## src/rtl/mlp_infer_sequencer.sv

```systemverilog
// MLP inference control: sequences NUM_LAYERS layer engines, then a pipelined argmax over the logits memory.
// Optional: define MLP_ARGMAX_MARGIN_EN to add top-2 margin and low-confidence outputs.
module mlp_infer_sequencer #(
    parameter int NUM_LAYERS     = 2,
    parameter int NUM_CLASSES    = 10,
    parameter int LOGIT_W        = 32,
    parameter int CLS_W          = $clog2(NUM_CLASSES),
    parameter int TIMEOUT_CYCLES = 0,
    parameter int TO_W           = 24
`ifdef MLP_ARGMAX_MARGIN_EN
    ,
    parameter int MARGIN_THRESH  = 16
`endif
) (
    input  logic                  clk,
    input  logic                  rst,
    input  logic                  start,
    input  logic                  abort,
    output logic                  busy,
    output logic                  done,
    output logic                  result_valid,
    output logic [CLS_W-1:0]      predicted_class,
    output logic [LOGIT_W-1:0]    max_logit,
    output logic                  timeout_err,
`ifdef MLP_ARGMAX_MARGIN_EN
    output logic [LOGIT_W:0]      margin,
    output logic                  low_conf,
`endif
    output logic [NUM_LAYERS-1:0] layer_start,
    input  logic [NUM_LAYERS-1:0] layer_done,
    output logic [CLS_W-1:0]      logit_addr,
    input  logic [LOGIT_W-1:0]    logit_rdata
);

    localparam int                LIDX_W     = (NUM_LAYERS > 1) ? $clog2(NUM_LAYERS) : 1;
    localparam logic [LIDX_W-1:0] LAST_LAYER = LIDX_W'(NUM_LAYERS - 1);
    localparam logic [CLS_W-1:0]  LAST_CLS   = CLS_W'(NUM_CLASSES - 1);
    localparam logic [TO_W-1:0]   TO_LIMIT   = TO_W'(TIMEOUT_CYCLES);
    localparam bit                WD_EN      = (TIMEOUT_CYCLES != 0);

    typedef enum logic [1:0] {IDLE, LAYER, ARGMAX, FINISH} state_e;

    state_e                      state_q, state_d;
    logic [LIDX_W-1:0]           cur_q, cur_d;
    logic [TO_W-1:0]             wd_q, wd_d;
    logic [CLS_W-1:0]            addr_q, addr_d;
    logic                        iss_q, iss_d;
    logic                        rd_vld_q, rd_vld_d;
    logic [CLS_W-1:0]            rd_idx_q, rd_idx_d;
    logic signed [LOGIT_W-1:0]   run_max_q, run_max_d;
    logic [CLS_W-1:0]            run_idx_q, run_idx_d;
    logic [NUM_LAYERS-1:0]       lstart_q, lstart_d;
    logic                        busy_q, busy_d;
    logic                        done_q, done_d;
    logic                        res_vld_q, res_vld_d;
    logic [CLS_W-1:0]            cls_q, cls_d;
    logic [LOGIT_W-1:0]          max_q, max_d;
    logic                        to_err_q, to_err_d;
    logic signed [LOGIT_W-1:0]   rdata_s;
`ifdef MLP_ARGMAX_MARGIN_EN
    logic signed [LOGIT_W-1:0]   sec_q, sec_d;
    logic                        sec_vld_q, sec_vld_d;
    logic [LOGIT_W:0]            margin_q, margin_d;
    logic                        low_conf_q, low_conf_d;
    logic [LOGIT_W:0]            margin_calc;

    // Sign-extend before subtracting so the full signed range fits the unsigned difference.
    assign margin_calc = {run_max_d[LOGIT_W-1], run_max_d} - {sec_d[LOGIT_W-1], sec_d};
`endif

    assign rdata_s = $signed(logit_rdata);

    always_comb begin
        // NOTE: every variable gets a default first so no path leaves it unassigned (no latches).
        state_d   = state_q;
        cur_d     = cur_q;
        wd_d      = wd_q;
        addr_d    = addr_q;
        iss_d     = 1'b0;
        rd_vld_d  = 1'b0;
        rd_idx_d  = addr_q;
        run_max_d = run_max_q;
        run_idx_d = run_idx_q;
        lstart_d  = '0;
        busy_d    = busy_q;
        done_d    = 1'b0;
        res_vld_d = res_vld_q;
        cls_d     = cls_q;
        max_d     = max_q;
        to_err_d  = to_err_q;
`ifdef MLP_ARGMAX_MARGIN_EN
        sec_d      = sec_q;
        sec_vld_d  = sec_vld_q;
        margin_d   = margin_q;
        low_conf_d = low_conf_q;
`endif

        // Running argmax on the read data returned for the previous cycle's address.
        if (rd_vld_q) begin
            if (rd_idx_q == '0) begin
                run_max_d = rdata_s;
                run_idx_d = '0;
`ifdef MLP_ARGMAX_MARGIN_EN
                sec_vld_d = 1'b0;
`endif
            end else if (rdata_s > run_max_q) begin
`ifdef MLP_ARGMAX_MARGIN_EN
                sec_d     = run_max_q;
                sec_vld_d = 1'b1;
`endif
                run_max_d = rdata_s;
                run_idx_d = rd_idx_q;
            end else begin
`ifdef MLP_ARGMAX_MARGIN_EN
                if (!sec_vld_q || (rdata_s > sec_q)) begin
                    sec_d     = rdata_s;
                    sec_vld_d = 1'b1;
                end
`endif
            end
        end

        case (state_q)
            IDLE: begin
                if (start) begin
                    state_d     = LAYER;
                    cur_d       = '0;
                    wd_d        = '0;
                    lstart_d[0] = 1'b1;
                    busy_d      = 1'b1;
                    res_vld_d   = 1'b0;
                    cls_d       = '0;
                    max_d       = '0;
                    to_err_d    = 1'b0;
`ifdef MLP_ARGMAX_MARGIN_EN
                    margin_d    = '0;
                    low_conf_d  = 1'b0;
`endif
                end
            end
            LAYER: begin
                if (layer_done[cur_q]) begin
                    wd_d = '0;
                    if (cur_q == LAST_LAYER) begin
                        state_d = ARGMAX;
                        addr_d  = '0;
                        iss_d   = 1'b1;
                    end else begin
                        cur_d           = cur_q + 1'b1;
                        lstart_d[cur_d] = 1'b1;
                    end
                end else if (WD_EN && (wd_q == TO_LIMIT)) begin
                    state_d   = IDLE;
                    busy_d    = 1'b0;
                    done_d    = 1'b1;
                    res_vld_d = 1'b0;
                    to_err_d  = 1'b1;
                end else begin
                    wd_d = wd_q + 1'b1;
                end
            end
            ARGMAX: begin
                if (iss_q) begin
                    rd_vld_d = 1'b1;
                    rd_idx_d = addr_q;
                    if (addr_q != LAST_CLS) begin
                        addr_d = addr_q + 1'b1;
                        iss_d  = 1'b1;
                    end
                end
                if (rd_vld_q && (rd_idx_q == LAST_CLS)) begin
                    state_d   = FINISH;
                    busy_d    = 1'b0;
                    done_d    = 1'b1;
                    res_vld_d = 1'b1;
                    cls_d     = run_idx_d;
                    max_d     = run_max_d;
`ifdef MLP_ARGMAX_MARGIN_EN
                    margin_d   = margin_calc;
                    low_conf_d = (margin_calc < (LOGIT_W+1)'(MARGIN_THRESH));
`endif
                end
            end
            FINISH:  state_d = IDLE;
            default: state_d = IDLE;
        endcase

        // Abort wins over any same-cycle completion, layer advance or timeout.
        if (abort && (state_q != IDLE)) begin
            state_d   = IDLE;
            busy_d    = 1'b0;
            lstart_d  = '0;
            done_d    = 1'b0;
            iss_d     = 1'b0;
            rd_vld_d  = 1'b0;
            res_vld_d = res_vld_q;
            cls_d     = cls_q;
            max_d     = max_q;
            to_err_d  = to_err_q;
`ifdef MLP_ARGMAX_MARGIN_EN
            margin_d   = margin_q;
            low_conf_d = low_conf_q;
`endif
        end
    end

    always_ff @(posedge clk) begin
        if (rst) begin
            state_q   <= IDLE;
            cur_q     <= '0;
            wd_q      <= '0;
            addr_q    <= '0;
            iss_q     <= 1'b0;
            rd_vld_q  <= 1'b0;
            rd_idx_q  <= '0;
            run_max_q <= '0;
            run_idx_q <= '0;
            lstart_q  <= '0;
            busy_q    <= 1'b0;
            done_q    <= 1'b0;
            res_vld_q <= 1'b0;
            cls_q     <= '0;
            max_q     <= '0;
            to_err_q  <= 1'b0;
`ifdef MLP_ARGMAX_MARGIN_EN
            sec_q      <= '0;
            sec_vld_q  <= 1'b0;
            margin_q   <= '0;
            low_conf_q <= 1'b0;
`endif
        end else begin
            // NOTE: state registers use non-blocking '<=' so all updates see pre-edge values.
            state_q   <= state_d;
            cur_q     <= cur_d;
            wd_q      <= wd_d;
            addr_q    <= addr_d;
            iss_q     <= iss_d;
            rd_vld_q  <= rd_vld_d;
            rd_idx_q  <= rd_idx_d;
            run_max_q <= run_max_d;
            run_idx_q <= run_idx_d;
            lstart_q  <= lstart_d;
            busy_q    <= busy_d;
            done_q    <= done_d;
            res_vld_q <= res_vld_d;
            cls_q     <= cls_d;
            max_q     <= max_d;
            to_err_q  <= to_err_d;
`ifdef MLP_ARGMAX_MARGIN_EN
            sec_q      <= sec_d;
            sec_vld_q  <= sec_vld_d;
            margin_q   <= margin_d;
            low_conf_q <= low_conf_d;
`endif
        end
    end

    assign busy            = busy_q;
    assign done            = done_q;
    assign result_valid    = res_vld_q;
    assign predicted_class = cls_q;
    assign max_logit       = max_q;
    assign timeout_err     = to_err_q;
    assign layer_start     = lstart_q;
    assign logit_addr      = addr_q;
`ifdef MLP_ARGMAX_MARGIN_EN
    assign margin          = margin_q;
    assign low_conf        = low_conf_q;
`endif

endmodule

```

## config.mk

```make
export PLATFORM = sky130hd
export DESIGN_NAME = mlp_infer_sequencer
export DESIGN_NICKNAME = d
export VERILOG_FILES = /design/src/rtl/mlp_infer_sequencer.sv
export SDC_FILE = /design/constraint.sdc
export NUM_CORES = 1
export LEC_CHECK = 0
export CAP_MARGIN = 20
export CORE_MARGIN = 4
export CORE_UTILIZATION = 35
export CTS_BUF_LIST = sky130_fd_sc_hd__clkbuf_8
export DETAILED_ROUTE_END_ITERATION = 12
export GPL_ROUTABILITY_DRIVEN = 1
export PLACE_DENSITY = 0.65
export SYNTH_ARGS = -nofsm -noshare
export SYNTH_HDL_FRONTEND = slang
export SYNTH_SLANG_ARGS = --single-unit
```

## constraint.sdc

```tcl
create_clock -name clk -period 7.3 [get_ports clk]
set_input_delay 1.46 -clock clk [delete_from_list [all_inputs] [get_ports clk]]
set_output_delay 1.46 -clock clk [all_outputs]
set_load 0.005 [all_outputs]
```

---- Word-level counts from Yosys, hierarchy flattened ----
Index checks and enable logic that the tools add are counted.
word-level totals
  flip-flop bits (word level) ............. 90
  word-level logic and storage cells ...... 99
  output and inout bits ................... 46
operators by class
  bitwise logic cells ..................... 4
  reduce and logical (&&, ||, !) cells .... 17
  multiplexer cells ....................... 46
  $lt $le $gt $ge ......................... 4
  add/sub/neg operators ................... 2
  equality and inequality tests ........... 11
operators with widths
  cell                                                                   count
  32-bit 2-to-1 mux                                                      5
  32-bit case mux with 2 select lines                                    1
  4-bit 2-to-1 mux                                                       9
  32-bit greater-than comparator                                         1
  1-bit 2-to-1 mux                                                       18
  4-bit case mux with 2 select lines                                     2
  2-bit != test (second input constant)                                  6
  1-bit case mux with 2 select lines                                     5
  2-bit 2-to-1 mux                                                       4
  2-bit case mux with 4 select lines                                     1
  4-bit AND reduction                                                    2
  2-bit nonzero test                                                     4
  3-bit AND reduction                                                    2
  5-bit AND reduction                                                    1
  5-bit OR reduction                                                     1
  4-bit by 1-bit adder with 4-bit output (second input constant)         1
  2-bit == test (second input constant)                                  2
  4-bit == test (second input constant)                                  1
  4-bit logical NOT                                                      1
  1-bit by 2-bit < comparator with 1-bit output (second input constant)  2
  4-bit != test (second input constant)                                  1
  1-bit NOT                                                              4
  1-bit logical AND                                                      3
  3-bit OR reduction                                                     1
  6 further kinds                                                        6

---- Logic depth before layout (Yosys ltp) ----
  depth in word-level cells ............... 8
  gate-level depth with buffers ........... 11

---- Least setup slack after synthesis ----
OpenSTA, ideal clock, no wires.
  path kind ............................... input to register
  start point ............................. in logit_rdata[14]
  end point ............................... reg run_max_q[31]
  slack ................................... 3.812 ns
  path buffers ............................ 2
  cell stages on the path ................. 10
  required time ........................... 7.172 ns
  arrival time ............................ 3.360 ns
  library setup time ...................... 0.128 ns
  path through ............................ ha_1 > a21oi_1 > nand2_1 > a21o_1 > o41a_2 > o211ai_2 > buf_8 > buf_12 > mux2i_1 > nor2_1
between the ends
  cells in the longest elaborated chain, start to end .. 4
RTL lines
  what                            RTL line  text
  start, declared                 32        input logic [LOGIT_W-1:0] logit_rdata
  32-bit greater-than comparator  106       end else if (rdata_s > run_max_q) begin
  32-bit 2-to-1 mux               106
  32-bit 2-to-1 mux               100       if (rd_idx_q == '0) begin
  32-bit 2-to-1 mux               99        if (rd_vld_q) begin
  end signal, assigned            240       run_max_q <= run_max_d;
  end, declared                   50        logic signed [LOGIT_W-1:0] run_max_q, run_max_d;
No other way between the ends.
A chain may end at the register's enable or synchronous reset.

---- Worst setup path in the final report ----
  start point ............................. in logit_rdata[31]
  end point ............................... reg run_max_q[22]
Same word-level chain as after synthesis.

==> flow_metrics.py <==
metrics = {
    "outcome": {
        "status": "finished, final reports clean",
    },
    "clock_network": {
        "cts.clk_slew.worst_paths_ns": 0.09,
        "cts_made_buffers": 9,
        "worst_skew_pair.late_latency_ns": 0.36,
        "ctsRootBufferMaster": "sky130_fd_sc_hd__clkbuf_8",
        "cts_max_path_buffers": 2,
        "post_cts.resized_instances": 0,
        "post_cts_hold_buffer_count": 0,
        "tritoncts": "done",
        "clock_tree.htree_level_count": 3,
        "clkSinkCount": 90,
        "postCtsSetupRepairBufs": 0,
    },
    "route": {
        "route.vias.total": 3522,
        "wire_per_inst_um": 13.6,
        "drt-met1-wl_um": 4620,
        "wl_met2_um": 4610,
        "postRouteAntennaNets": 0,
        "drt_first_pass_iters": 4,
        "drtIter0Drc": 151,
        "drt-vias-per-instance": 4.80,
        "drc_errors": 0,
        "wirelength_um": 9950,
        "met3_length_um": 589,
        "top_signal_layer_used": "met4",
    },
    "timing": {
        "clock-skew-final_ns": 0.00867,
        "transition_time_at_the_pin_with_the_least_slew_margin_ns": 1.01,
        "finalMaxSlewViolations": 0,
        "total_negative_setup_slack_ns": 0,
        "min_period_over_period_pct": 60.7,
        "max_slew_margin_pct": 31.9,
        "maxClockFrequency_mhz": 226,
        "rsz0062_at_grt": "no",
        "finalSetupViolCount": 0,
        "hold_viol": 0,
        "final_worst_path_setup_slack_ns": 2.87,
        "final.min_clock_period_ns": 4.43,
    },
    "power_and_ir_drop": {
        "total_power_uw": 1070,
        "power.static_leakage_uw": 0.00226,
        "worst_ir_drop_vdd_uv": 135,
        "power.density_mw_per_mm2": 192,
    },
    "critical_path": {
        "timing.setup.critical_path_class": "input port to register",
        "critical_path_arrival_ns": 4.65,
        "end_kind": "register",
        "cp_max_fo": 23,
        "crit_required_ns": 7.52,
        "critPathLaunchType": "input port",
    },
    "place": {
        "post-place-ws_ns": 2.28,
        "finalWeightedCongestion": 0.801,
        "dpl-instance-area_mm2": 0.00531,
        "io_buffer_count": 82,
        "dp.final_hpwl_um": 7200,
    },
    "layout": {
        "finished_layout_cell_area_mm2": 0.00556,
        "flip_flop_and_latch_area_mm2": 0.00180,
        "fill_cells": 1237,
        "area.growth.synth_to_final_pct": 25.2,
        "fin_nets": 635,
        "multiInputGateArea_mm2": 0.00231,
        "antenna_cells": 0,
        "post_route_cells_drive_above_1_share_pct": 5.49,
    },
    "floorplan": {
        "die_height_um": 121,
        "std_cell_rows": 40,
        "top_level_ports": 84,
        "die_area_mm2": 0.0145,
        "initial_core_utilization_pct": 36.3,
        "floorplan.die.width_um": 121,
        "core_area_mm2": 0.0122,
    },
    "yosys": {
        "count_of_flip_flops_with_a_built_in_enable_after_synthesis": 0,
        "synthesis.yosys.warnings": 0,
        "yosys.cell_types.count": 48,
        "mapped_area_mm2": 0.00444,
        "synthesis.instances": 484,
        "ys_async_sr_fraction_pct": 0,
        "synth-main-ff-cell": "sky130_fd_sc_hd__dfxtp_1",
        "synth-seq-cells": 90,
        "synthesis.area_per_instance_um2": 9.16,
        "mappedNetlistNets": 559,
        "yosysSeqAreaShare_pct": 40.6,
    },
    "global_route": {
        "grt_max_degree": 50,
        "grt.total_usage_pct": 14.0,
        "grt_first_pass_wirelength_um": 16400,
        "overflow": 0,
        "first_global_vias": 3411,
        "number_of_antenna_violations_at_the_first_check_in_global_routing": 0,
    },
    "min_path": {
        "worst_hold_path_type": "register to register",
    },
    "flow_run": {
        "cap_violations": 0,
    },
}
## path summary, 6_finish.rpt
check / cells after the start / slack [ns] / to / startpoint
setup / recovery: 10 / 2.87 / run_max_q[22] / logit_rdata[31]
hold / removal: 2 / 0.45 / max_logit[19] / max_logit[19]
setup reg to reg: 10 / 4.12 / run_max_q[22] / run_max_q[31]
hold reg to reg: 2 / 0.45 / max_logit[19] / max_logit[19]
## cells in the mapped netlist, drive strengths merged, types with 2 or more instances
cell type | count | share of area [%]
clkbuf | 11 | 0.99
nand4 | 7 | 1.1
buf | 11 | 3.3
a21o | 4 | 0.71
nand3 | 8 | 0.90
nand2 | 54 | 4.6
nor2 | 50 | 4.2
a2bb2oi | 4 | 0.79
a32o | 2 | 0.45
nor3 | 9 | 1.0
nor3b | 2 | 0.34
mux2i | 64 | 14
nor4 | 2 | 0.28
nand4b | 2 | 0.39
o21a | 2 | 0.34
dfxtp | 90 | 41
ha | 37 | 10
nor2b | 7 | 0.99
a31oi | 3 | 0.42
a211oi | 2 | 0.34
o211ai | 4 | 1.1
inv | 39 | 3.3
a21oi | 19 | 2.1
o21ai | 38 | 4.3
## layer usage
metal / global-route usage, % / vias up
met4: 4.25 / 0
li1: - / 1812
met5: 0 / -
met3: 4.26 / 12
met1: 17.4 / 1630
met2: 23.3 / 68
## power breakdown
group / internal, uW / switching [uW] / total [uW]
clock network: 178 / 179 / 357
registers: 501 / 7.37 / 509
logic: 88.6 / 113 / 202
## metrics by stage
stage                     instances  utilization (%)  hold WS, ns
final                           733             45.5        0.449
after global routing            733             45.5        0.468
after CTS                       732             45.3        0.454
after detailed placement        716             43.5        0.442
after global placement          716             43.5        0.439
after floorplan                 484                -        0.426
## placed cells by master, fill, tap and decap left out, types with 3 or more instances in the layout
| master | instances |
|---|---|
| sky130_fd_sc_hd__o21ai_1 | 31 |
| sky130_fd_sc_hd__dfxtp_1 | 90 |
| sky130_fd_sc_hd__inv_1 | 39 |
| sky130_fd_sc_hd__a2bb2oi_1 | 4 |
| sky130_fd_sc_hd__buf_4 | 4 |
| sky130_fd_sc_hd__nor2_1 | 50 |
| sky130_fd_sc_hd__o21ai_0 | 7 |
| sky130_fd_sc_hd__a21o_1 | 3 |
| sky130_fd_sc_hd__nand4_1 | 6 |
| sky130_fd_sc_hd__ha_1 | 37 |
| sky130_fd_sc_hd__a21oi_1 | 19 |
| sky130_fd_sc_hd__nor3_1 | 8 |
| sky130_fd_sc_hd__mux2i_1 | 64 |
| sky130_fd_sc_hd__clkdlybuf4s50_1 | 81 |
| sky130_fd_sc_hd__nand2_1 | 54 |
| sky130_fd_sc_hd__nand3_1 | 8 |
| sky130_fd_sc_hd__clkbuf_8 | 11 |
| sky130_fd_sc_hd__nor2b_1 | 7 |
| sky130_fd_sc_hd__a31oi_1 | 3 |
## cell families after synthesis
group,count (synthesis),synth area share (%)
AND/OR/NAND/NOR,145,14.5
flip-flops,90,40.6
AO/OA/AOI/OAI,85,12.0
multiplexers,65,14.7
buffers and inverters,61,7.62
adder cells (fa/ha/maj),37,10.4
other,1,0.0845
## worst max-delay path, stage by stage
cell and delay (ns):
sky130_fd_sc_hd__clkdlybuf4s50_1 0.50, sky130_fd_sc_hd__ha_1 0.42, sky130_fd_sc_hd__nand4_2 0.17, sky130_fd_sc_hd__nor2_1 0.07
sky130_fd_sc_hd__a221oi_1 0.46, sky130_fd_sc_hd__nand4b_1 0.24, sky130_fd_sc_hd__o211ai_4 0.53, sky130_fd_sc_hd__buf_4 0.48
sky130_fd_sc_hd__mux2i_1 0.25, sky130_fd_sc_hd__nor2_1 0.06
## area by class of cell
cell class	instances	share of cell area, %
multi-input cells	333	41.6
clock inverters	5	1.13
repair buffers	87	15.7
well taps	168	3.78
flip-flops and latches	90	32.4
inverters	39	2.64
clock buffers	11	2.73
## registers in the layout (all words and copies together), names as in the netlist
signal	count
busy	1
done	1
logit_addr	4
run_idx_q	4
run_max_q	32
state_q	2
max_logit	32
predicted_class	4
rd_idx_q	4
rd_vld_q	1
layer_start	2
cur_q	1
result_valid	1
iss_q	1
(Power assumes the default switching activity.)
